[config.mk]
export PLATFORM = sky130hd
export DESIGN_NAME = ifetch_unit
export DESIGN_NICKNAME = d
export VERILOG_FILES = /design/src/rtl/ifetch_unit_pkg.sv /design/src/rtl/ifetch_unit_npc.sv /design/src/rtl/ifetch_unit.sv
export SDC_FILE = /design/constraint.sdc
export NUM_CORES = 1
export LEC_CHECK = 0
export CORE_MARGIN = 1.5
export CORE_UTILIZATION = 30
export CTS_CLUSTER_SIZE = 30
export DETAILED_ROUTE_END_ITERATION = 8
export PLACE_DENSITY_LB_ADDON = 0.15
export SLEW_MARGIN = 15
export SYNTH_ARGS = -nofsm -noshare
export SYNTH_HDL_FRONTEND = slang
export SYNTH_HIERARCHICAL = 1
export SYNTH_SLANG_ARGS = --single-unit
[constraint.sdc]
create_clock -name clk -period 6.9 [get_ports clk]
set_input_delay 1.38 -clock clk [delete_from_list [all_inputs] [get_ports clk]]
set_output_delay 1.38 -clock clk [all_outputs]
set_load 0.02 [all_outputs]
[src/rtl/ifetch_unit_pkg.sv]
// Shared encodings for the fetch stage: next-PC select codes, fetch FSM states, default constants.
package ifetch_unit_pkg;

    typedef enum logic [1:0] {
        NPC_PLUS4  = 2'b00,
        NPC_BRANCH = 2'b01,
        NPC_JUMP   = 2'b10,
        NPC_JR     = 2'b11
    } npc_op_e;

    typedef enum logic [1:0] {
        S_IDLE  = 2'b00,
        S_REQ   = 2'b01,
        S_VALID = 2'b10
    } fetch_state_e;

    localparam logic [31:0] DEF_RESET_PC = 32'h0000_3000;
    localparam logic [31:0] DEF_EXC_VEC  = 32'h0000_4180;
    localparam int          DEF_WAIT_MAX = 15;
    localparam logic [31:0] PC_STEP      = 32'd4;
    localparam logic [31:0] WORD_MASK    = 32'hFFFF_FFFC;
    localparam logic [31:0] INSTR_NONE   = 32'h0000_0000;

endpackage

[src/rtl/ifetch_unit_npc.sv]
// Combinational next-PC former: sequential, PC-relative branch, region jump, register jump.
module npc_calc
    import ifetch_unit_pkg::*;
(
    input  logic [31:0] PC,
    input  logic [1:0]  NPCOp,
    input  logic [15:0] Imm16,
    input  logic [25:0] Imm26,
    input  logic [31:0] RD1,
    output logic [31:0] next_pc
);

    logic [31:0] pc4;
    logic [31:0] br_off;

    assign pc4    = PC + PC_STEP;
    assign br_off = {{14{Imm16[15]}}, Imm16, 2'b00};

    // Register jumps are word-forced here; the top decides whether misalignment traps instead.
    always_comb begin
        next_pc = pc4;
        case (npc_op_e'(NPCOp))
            NPC_PLUS4:  next_pc = pc4;
            NPC_BRANCH: next_pc = pc4 + br_off;
            NPC_JUMP:   next_pc = {pc4[31:28], Imm26, 2'b00};
            NPC_JR:     next_pc = RD1 & WORD_MASK;
            default:    next_pc = pc4;
        endcase
    end

endmodule

[src/rtl/ifetch_unit.sv]
// PC register and fetch FSM with req/ready instruction memory and timeout re-issue.
// Optional IFETCH_ALIGN_CHK_EN: misaligned register jumps redirect to EXC_VEC and set sticky misalign.
//
//  state   | meaning
//  S_IDLE  | one cycle after reset before the first request
//  S_REQ   | imem_req high at PC; on timeout one cycle with req low, then retry
//  S_VALID | instr/PC presented to decode until advance
module ifetch_unit
    import ifetch_unit_pkg::*;
#(
    parameter logic [31:0] RESET_PC = DEF_RESET_PC,
    parameter logic [31:0] EXC_VEC  = DEF_EXC_VEC,
    parameter int          WAIT_MAX = DEF_WAIT_MAX
) (
    input  logic        clk,
    input  logic        rst,
    input  logic [1:0]  NPCOp,
    input  logic [15:0] Imm16,
    input  logic [25:0] Imm26,
    input  logic [31:0] RD1,
    input  logic        advance,
    output logic        imem_req,
    output logic [31:0] imem_addr,
    input  logic [31:0] imem_rdata,
    input  logic        imem_ready,
    output logic [31:0] instr,
    output logic        instr_valid,
    output logic [31:0] PC,
    output logic [31:0] PC4,
`ifdef IFETCH_ALIGN_CHK_EN
    output logic        misalign,
`endif
    output logic        fetch_tmo
);

    localparam int WAIT_W = $clog2(WAIT_MAX + 1);

    fetch_state_e      state_q, state_d;
    logic [31:0]       pc_q, instr_q, next_pc;
    logic [WAIT_W-1:0] wait_q;
    logic              tmo_hit, capture, load_pc;

    npc_calc u_npc (
        .PC      (pc_q),
        .NPCOp   (NPCOp),
        .Imm16   (Imm16),
        .Imm26   (Imm26),
        .RD1     (RD1),
        .next_pc (next_pc)
    );

    assign tmo_hit = (state_q == S_REQ) && (wait_q == WAIT_W'(WAIT_MAX));

    always_ff @(posedge clk or posedge rst) begin
        if (rst) state_q <= S_IDLE;
        else     state_q <= state_d;
    end

    // The timeout cycle itself is the one-cycle request gap before re-issue.
    always_comb begin
        state_d     = state_q;
        imem_req    = 1'b0;
        instr_valid = 1'b0;
        fetch_tmo   = 1'b0;
        capture     = 1'b0;
        load_pc     = 1'b0;
        case (state_q)
            S_IDLE: state_d = S_REQ;
            S_REQ: begin
                if (tmo_hit) begin
                    fetch_tmo = 1'b1;
                end else begin
                    imem_req = 1'b1;
                    if (imem_ready) begin
                        capture = 1'b1;
                        state_d = S_VALID;
                    end
                end
            end
            S_VALID: begin
                instr_valid = 1'b1;
                if (advance) begin
                    load_pc = 1'b1;
                    state_d = S_REQ;
                end
            end
            default: state_d = S_IDLE;
        endcase
    end

    always_ff @(posedge clk or posedge rst) begin
        if (rst)                            wait_q <= '0;
        else if (state_q != S_REQ)          wait_q <= '0;
        else if (tmo_hit || capture)        wait_q <= '0;
        else                                wait_q <= wait_q + WAIT_W'(1);
    end

`ifdef IFETCH_ALIGN_CHK_EN
    logic misalign_q;
    logic jr_bad;

    assign jr_bad   = (npc_op_e'(NPCOp) == NPC_JR) && (RD1[1:0] != 2'b00);
    assign misalign = misalign_q;

    always_ff @(posedge clk or posedge rst) begin
        if (rst) begin
            pc_q       <= RESET_PC;
            instr_q    <= INSTR_NONE;
            misalign_q <= 1'b0;
        end else begin
            if (capture) instr_q <= imem_rdata;
            if (load_pc) begin
                if (jr_bad) begin
                    pc_q       <= EXC_VEC;
                    misalign_q <= 1'b1;
                end else begin
                    pc_q <= next_pc;
                end
            end
        end
    end
`else
    always_ff @(posedge clk or posedge rst) begin
        if (rst) begin
            pc_q    <= RESET_PC;
            instr_q <= INSTR_NONE;
        end else begin
            if (capture) instr_q <= imem_rdata;
            if (load_pc) pc_q    <= next_pc;
        end
    end
`endif

    assign PC        = pc_q;
    assign PC4       = pc_q + PC_STEP;
    assign instr     = instr_q;
    assign imem_addr = pc_q;

endmodule

* After elaboration in Yosys (flattened, before gate mapping)
Index checks and enable logic that the tools add are counted.
** Storage, ports and cells
- RAM bits :: 0
- ROM bits :: 0
- Memories kept :: 0
- Logic and storage cells :: 39
- Latch bits :: 0
- Output and inout bits :: 131
- Register bits after elaboration :: 70
- Input port bits :: 112
** Cells by class
- Multiplexer cells :: 17
- Reduce and logical (&&, ||, !) cells :: 5
- Bitwise operators :: 0
- Shift-type cells :: 0
- Divide/modulo/power cells :: 0
- $lt $le $gt $ge :: 0
- Multipliers :: 0
- Eq/ne operators :: 10
- Add/sub/neg operators :: 3
** Operators with widths (number)
- $pmux W32 S4 :: 1
- $add A32 B3 Y32 const B :: 1
- $add A32 B32 Y32 :: 1
- $mux W1 :: 10
- $mux W4 :: 2
- $eq A2 B2 Y1 const B :: 3
- $mux W2 :: 3
- $ne A2 B2 Y1 const B :: 3
- $pmux W2 S3 :: 1
- $add A4 B1 Y4 const B :: 1
- $eq A2 B1 Y1 const B :: 2
- $eq A4 B4 Y1 const B :: 1
- $logic_not A2 Y1 :: 2
- $reduce_and A3 Y1 :: 1
- $ne A2 B1 Y1 const B :: 1
- $logic_and A1 B1 Y1 :: 1
- $logic_or A1 B1 Y1 :: 1

* Logic depth before layout (Yosys ltp)
- Depth after elaboration :: 7
- Depth in mapped cells :: 18
- Depth with buffers taken out :: 17

* By module
Netlist, hierarchy kept.
** Modules (own cells, without submodules)
- ifetch_unit :: area an instance 3495.9 µm², times used 1, cells each 281
- npc_calc :: area an instance 2815.2 µm², times used 1, cells each 348

* Least setup slack after synthesis
Ideal clock, no wire load.
- Path kind :: flip-flop to flip-flop
- Start :: reg pc_q[5] (netlist: PC[5])
- End :: reg pc_q[27] (netlist: PC[27])
- Setup slack :: 2.579 ns
- Buffers on the path :: 1
- Stages on the path, launching flop included :: 17
- Arrival time :: 4.196 ns
- Clock period less this slack :: 4.321 ns
- Path through :: dfrtp_1 > and4_1 > and4_1 > nor2b_1 > clkbuf_1 > and2_1 > nand3_1 > xnor2_1 > ha_1 > a21o_1 > or3_1 > o31a_1 > a221oi_2 > and2b_1 > xnor2_1 > mux4_2 > mux2_2
** On the way
- Word-level cells in the longest chain between the ends :: 3
** RTL lines
- start: declaration :: line ifetch_unit.sv:39 : logic [31:0] pc_q, instr_q, next_pc;
- start signal: assignment :: line ifetch_unit.sv:129 : if (load_pc) pc_q <= next_pc;
- $add A32 B3 Y32 * :: line ifetch_unit_npc.sv:16 : assign pc4 = PC + PC_STEP;
- $add A32 B32 Y32 :: line ifetch_unit_npc.sv:24 : NPC_BRANCH: next_pc = pc4 + br_off;
- $pmux W32 S4 * :: line ifetch_unit_npc.sv:22 : case (npc_op_e'(NPCOp))
- named net next_pc[27] :: line ifetch_unit.sv:39
The timed path passes the listed nets; every way through them passes the cells marked *.
A chain may end at the register's enable or synchronous reset.

* Final worst setup path
- Start :: reg pc_q[6] (netlist: PC[6])
- End :: reg pc_q[27] (netlist: PC[27])
The elaborated chain is that of the path after synthesis.

==> key figures <==
Run
  • Maxcap violations: 0

Critical path
  • CP arrival: 5.39 ns
  • Critical path class: register to register
  • Nature of the critical path endpoint: register
  • CP Max Fanout: 10
  • CP required: 7.14 ns
  • FF-to-FF setup slack: 1.74 ns
  • Startpoint Class: register
  • Worst reg2reg startpoint: PC[6]
  • Worst reg-to-reg path cell count: 15
  • Crit path from: PC[6]
  • RR Endpoint: PC[27]

Synthesis
  • Adder-cell area share of the yosys netlist: 0.0745
  • Avg Cell Area, Syn: roughly 10 um2
  • Post-synthesis xor/xnor area fraction: 0.118
  • Yosys warning count: 6
  • Largest family of logic cells by synthesized area: multiplexers
  • Multiplexer share of the synthesized area: 0.201
  • Cell Area, Synth: 0.00631 mm2
  • Post-synthesis simple-gate area fraction: 0.157
  • Post-synthesis register bit count: 70
  • Ys flop type: dfrtp_1
  • Cell variety after synth: 60
  • Synth Area in Compound Gates: 0.108
  • Mapped Cells: 629
  • Syn nets: 778
  • Synth async-reset ratio: 1.00
  • Sequential share of the synthesized area: 0.278
  • Post-synth EDFFs: 0

Placement
  • Cell Area, Placed: 0.00870 mm2
  • Routability Congestion: between 0.8 and 0.9
  • Inst Count DP: 1090
  • Placed wire-length estimate: around 16000 um
  • I/O Buffers: 240

Timing
  • Setup TNS: 0 ns
  • RSZ-0062 raised after global routing: no
  • Peak Freq: 194 MHz
  • Max-slew violations: 0
  • Number of setup violations in the final report: 0
  • Post-route minimum period: about 5.2 ns
  • Rel. slew slack: 0.308
  • Worst hold slack: roughly 0.46 ns
  • Final hold vios: 0
  • Tcrit/Tclk final: 0.747
  • Layout Skew: 0.0109 ns
  • Slew @ Worst Pin: between 1 and 1.5 ns

Finish
  • Area Growth Syn to Fin: 42.9%
  • Filler-free cell count of the finished design: 1106
  • Commonest non-fill, non-tap cell in the layout: clkdlybuf4s50_1
  • Multi-input logic area: slightly above 0.004 mm2
  • Most frequent cells in the layout: clkdlybuf4s50_1, dfrtp_1, mux2_2, xnor2_1, nand2_1
  • N_diodes: 0
  • Storage element area: roughly 0.0018 mm2
  • Final instance area: about 0.009 mm2
  • Nets: 980
  • Fillcell total: 1991
  • Layout cells sized above 1: 0.151

Power
  • Sw Share: 0.459
  • Pleak: 3.70 nW
  • Sequential fraction of design power: 0.226
  • Net Switching: about 2 mW
  • Pwr per Cell Area: 474 mW/mm2
  • Pint: about 2.3 mW
  • Comb pwr share: 0.656
  • Max VDD drop: 0.000214 V
  • Design Power: 4.28 mW
  • Clock network fraction of design power: 0.119

Detailed routing
  • Met2 WL: 9640 um
  • Post-route DRC: 0
  • WL/cell: around 19 um
  • DRT iter0 DRCs: 255
  • Top Layer Used: met4
  • Wire length on met1: roughly 9400 um
  • Routed vias: 5581
  • Post-route ant nets: 0
  • Initial DRT Pass Iterations: 4
  • Wirelength, routed: about 21000 um
  • Vias/cell: about 5
  • DR WL met3: 1330 um

Worst hold path
  • Hold path endpoint: wait_q[0]
  • Worst hold start: wait_q[0]
  • Hold Path Class: register to register
  • Worst hold stages: 1

GRT
  • Vias in the first global route: 5704
  • Grt total ovfl: 0
  • First-pass GRT wire length: around 32000 um
  • Antenna violations before repair: 0
  • GRT Overall Usage: 0.189
  • Largest net degree at the start of global routing: approximately 70

Floorplanning
  • Vert. Die Dim: about 150 um
  • Num ports: 243
  • Core area: around 0.020 mm2
  • Die ar.: 0.0219 mm2
  • Row count: 52
  • Die Wd: 148 um
  • Initial core utilization: 0.309

Clocking
  • PostCTS Resize Cnt: 0
  • Cts hold-fix bufs: 0
  • CTS root buf: clkbuf_16
  • CTS Buffer Depth: 2
  • H-tree levels: 3
  • Cts bufs inserted: 9
  • Setup Buffers After CTS: 0
  • TritonCTS clock tree: yes
  • Clock latency on the worst-skew pair: 0.35 ns
  • Clk slew on worst S/H paths: 0.07 ns
  • CTS Sinks: 70

Outcome
  • Outcome: finished, final reports clean
final cells by class:
cell class	instances	area share
clock buffers	9	0.0250
inverters	12	0.00499
repair buffers	243	0.268
multi-input cells	495	0.460
clock inverters	7	0.00985
well taps	270	0.0375
flip-flops and latches	70	0.195
registers in the layout, summed over array words and instances, names as in the netlist:
name / flops
PC: 32
instr: 32
wait_q: 4
state_q: 2
worst max-delay path by stage:
stage / to / slack, ns / cells after the start
after floorplan: PC[27] / 2.58 / 16
after global placement: PC[27] / 1.81 / 11
after detailed placement: PC[27] / 1.78 / 11
after CTS: PC[27] / 1.78 / 15
after global routing: PC[27] / 1.51 / 15
final: PC[27] / 1.74 / 15
worst max-delay path, cell delays in order, from the launching register on:
cell and delay (ns):
dfrtp_1 0.64, and4_1 0.34, and4_1 0.34, nor2b_1 0.58, and2_1 0.36, nand3_1 0.13
xnor2_1 0.21, ha_1 0.26, a21o_1 0.18, or3_1 0.36, o31a_1 0.33, a221oi_2 0.35
and2b_1 0.19, xnor2_1 0.06, mux4_2 0.44, mux2_2 0.27
kinds of logic (layout without fill, tap and decap cells):
family	Yosys count	in the layout
and+or+nand+nor	181	181
muxes	91	91
buffers and inverters	64	271
adders and majority gates	37	37
DFF	70	70
AOI/OAI and AO/OA	101	101
xor gates and xnor gates	85	85
cell usage after synthesis, types with 5 or more instances:
master    instances  area, um2
nor2_1           34        128
and3_1           17        106
and4_1            6       52.6
o21a_1            5       37.5
dfrtp_1          68       1700
buf_2             6       30.0
nand2_1          37        139
ha_1             36        450
mux4_2           22        495
a21o_1           23        173
inv_1            12       45.0
nor3_1            6       30.0
a31oi_1           8       50.1
mux2i_1           5       50.1
o21ai_0          10       50.1
nor2b_1           8       50.1
clkbuf_1          6       22.5
mux2_2           61        687
buf_4            35        263
nand3_1          30        150
xnor2_1          59        517
nand4_1          20        125
a21oi_1          23        115
nand2b_1          5       31.3
xor2_1           26        228
power groups by stage:
stage,combinational (mW),clock (mW),sequential [mW]
floorplan,1.63,0,1.09
global placement,2.79,0,0.959
detailed placement,2.80,0,0.980
CTS,2.82,0.524,0.971
global route,3.02,0.542,1.01
finish,2.81,0.508,0.965
stage by stage:
stage | util | worst slack, ns
after CTS | 0.441 | 1.78
final | 0.441 | 1.74
after global placement | 0.426 | 1.81
after detailed placement | 0.426 | 1.78
after global routing | 0.441 | 1.51
after floorplan | - | 2.58
routing by layer:
layer | GRT usage | vias to the layer above
met5 | 0 | -
met4 | 0.0545 | 0
met3 | 0.0355 | 22
met2 | 0.307 | 205
met1 | 0.254 | 2673
li1 | - | 2681
No activity file was read; power rests on OpenSTA's default activity.
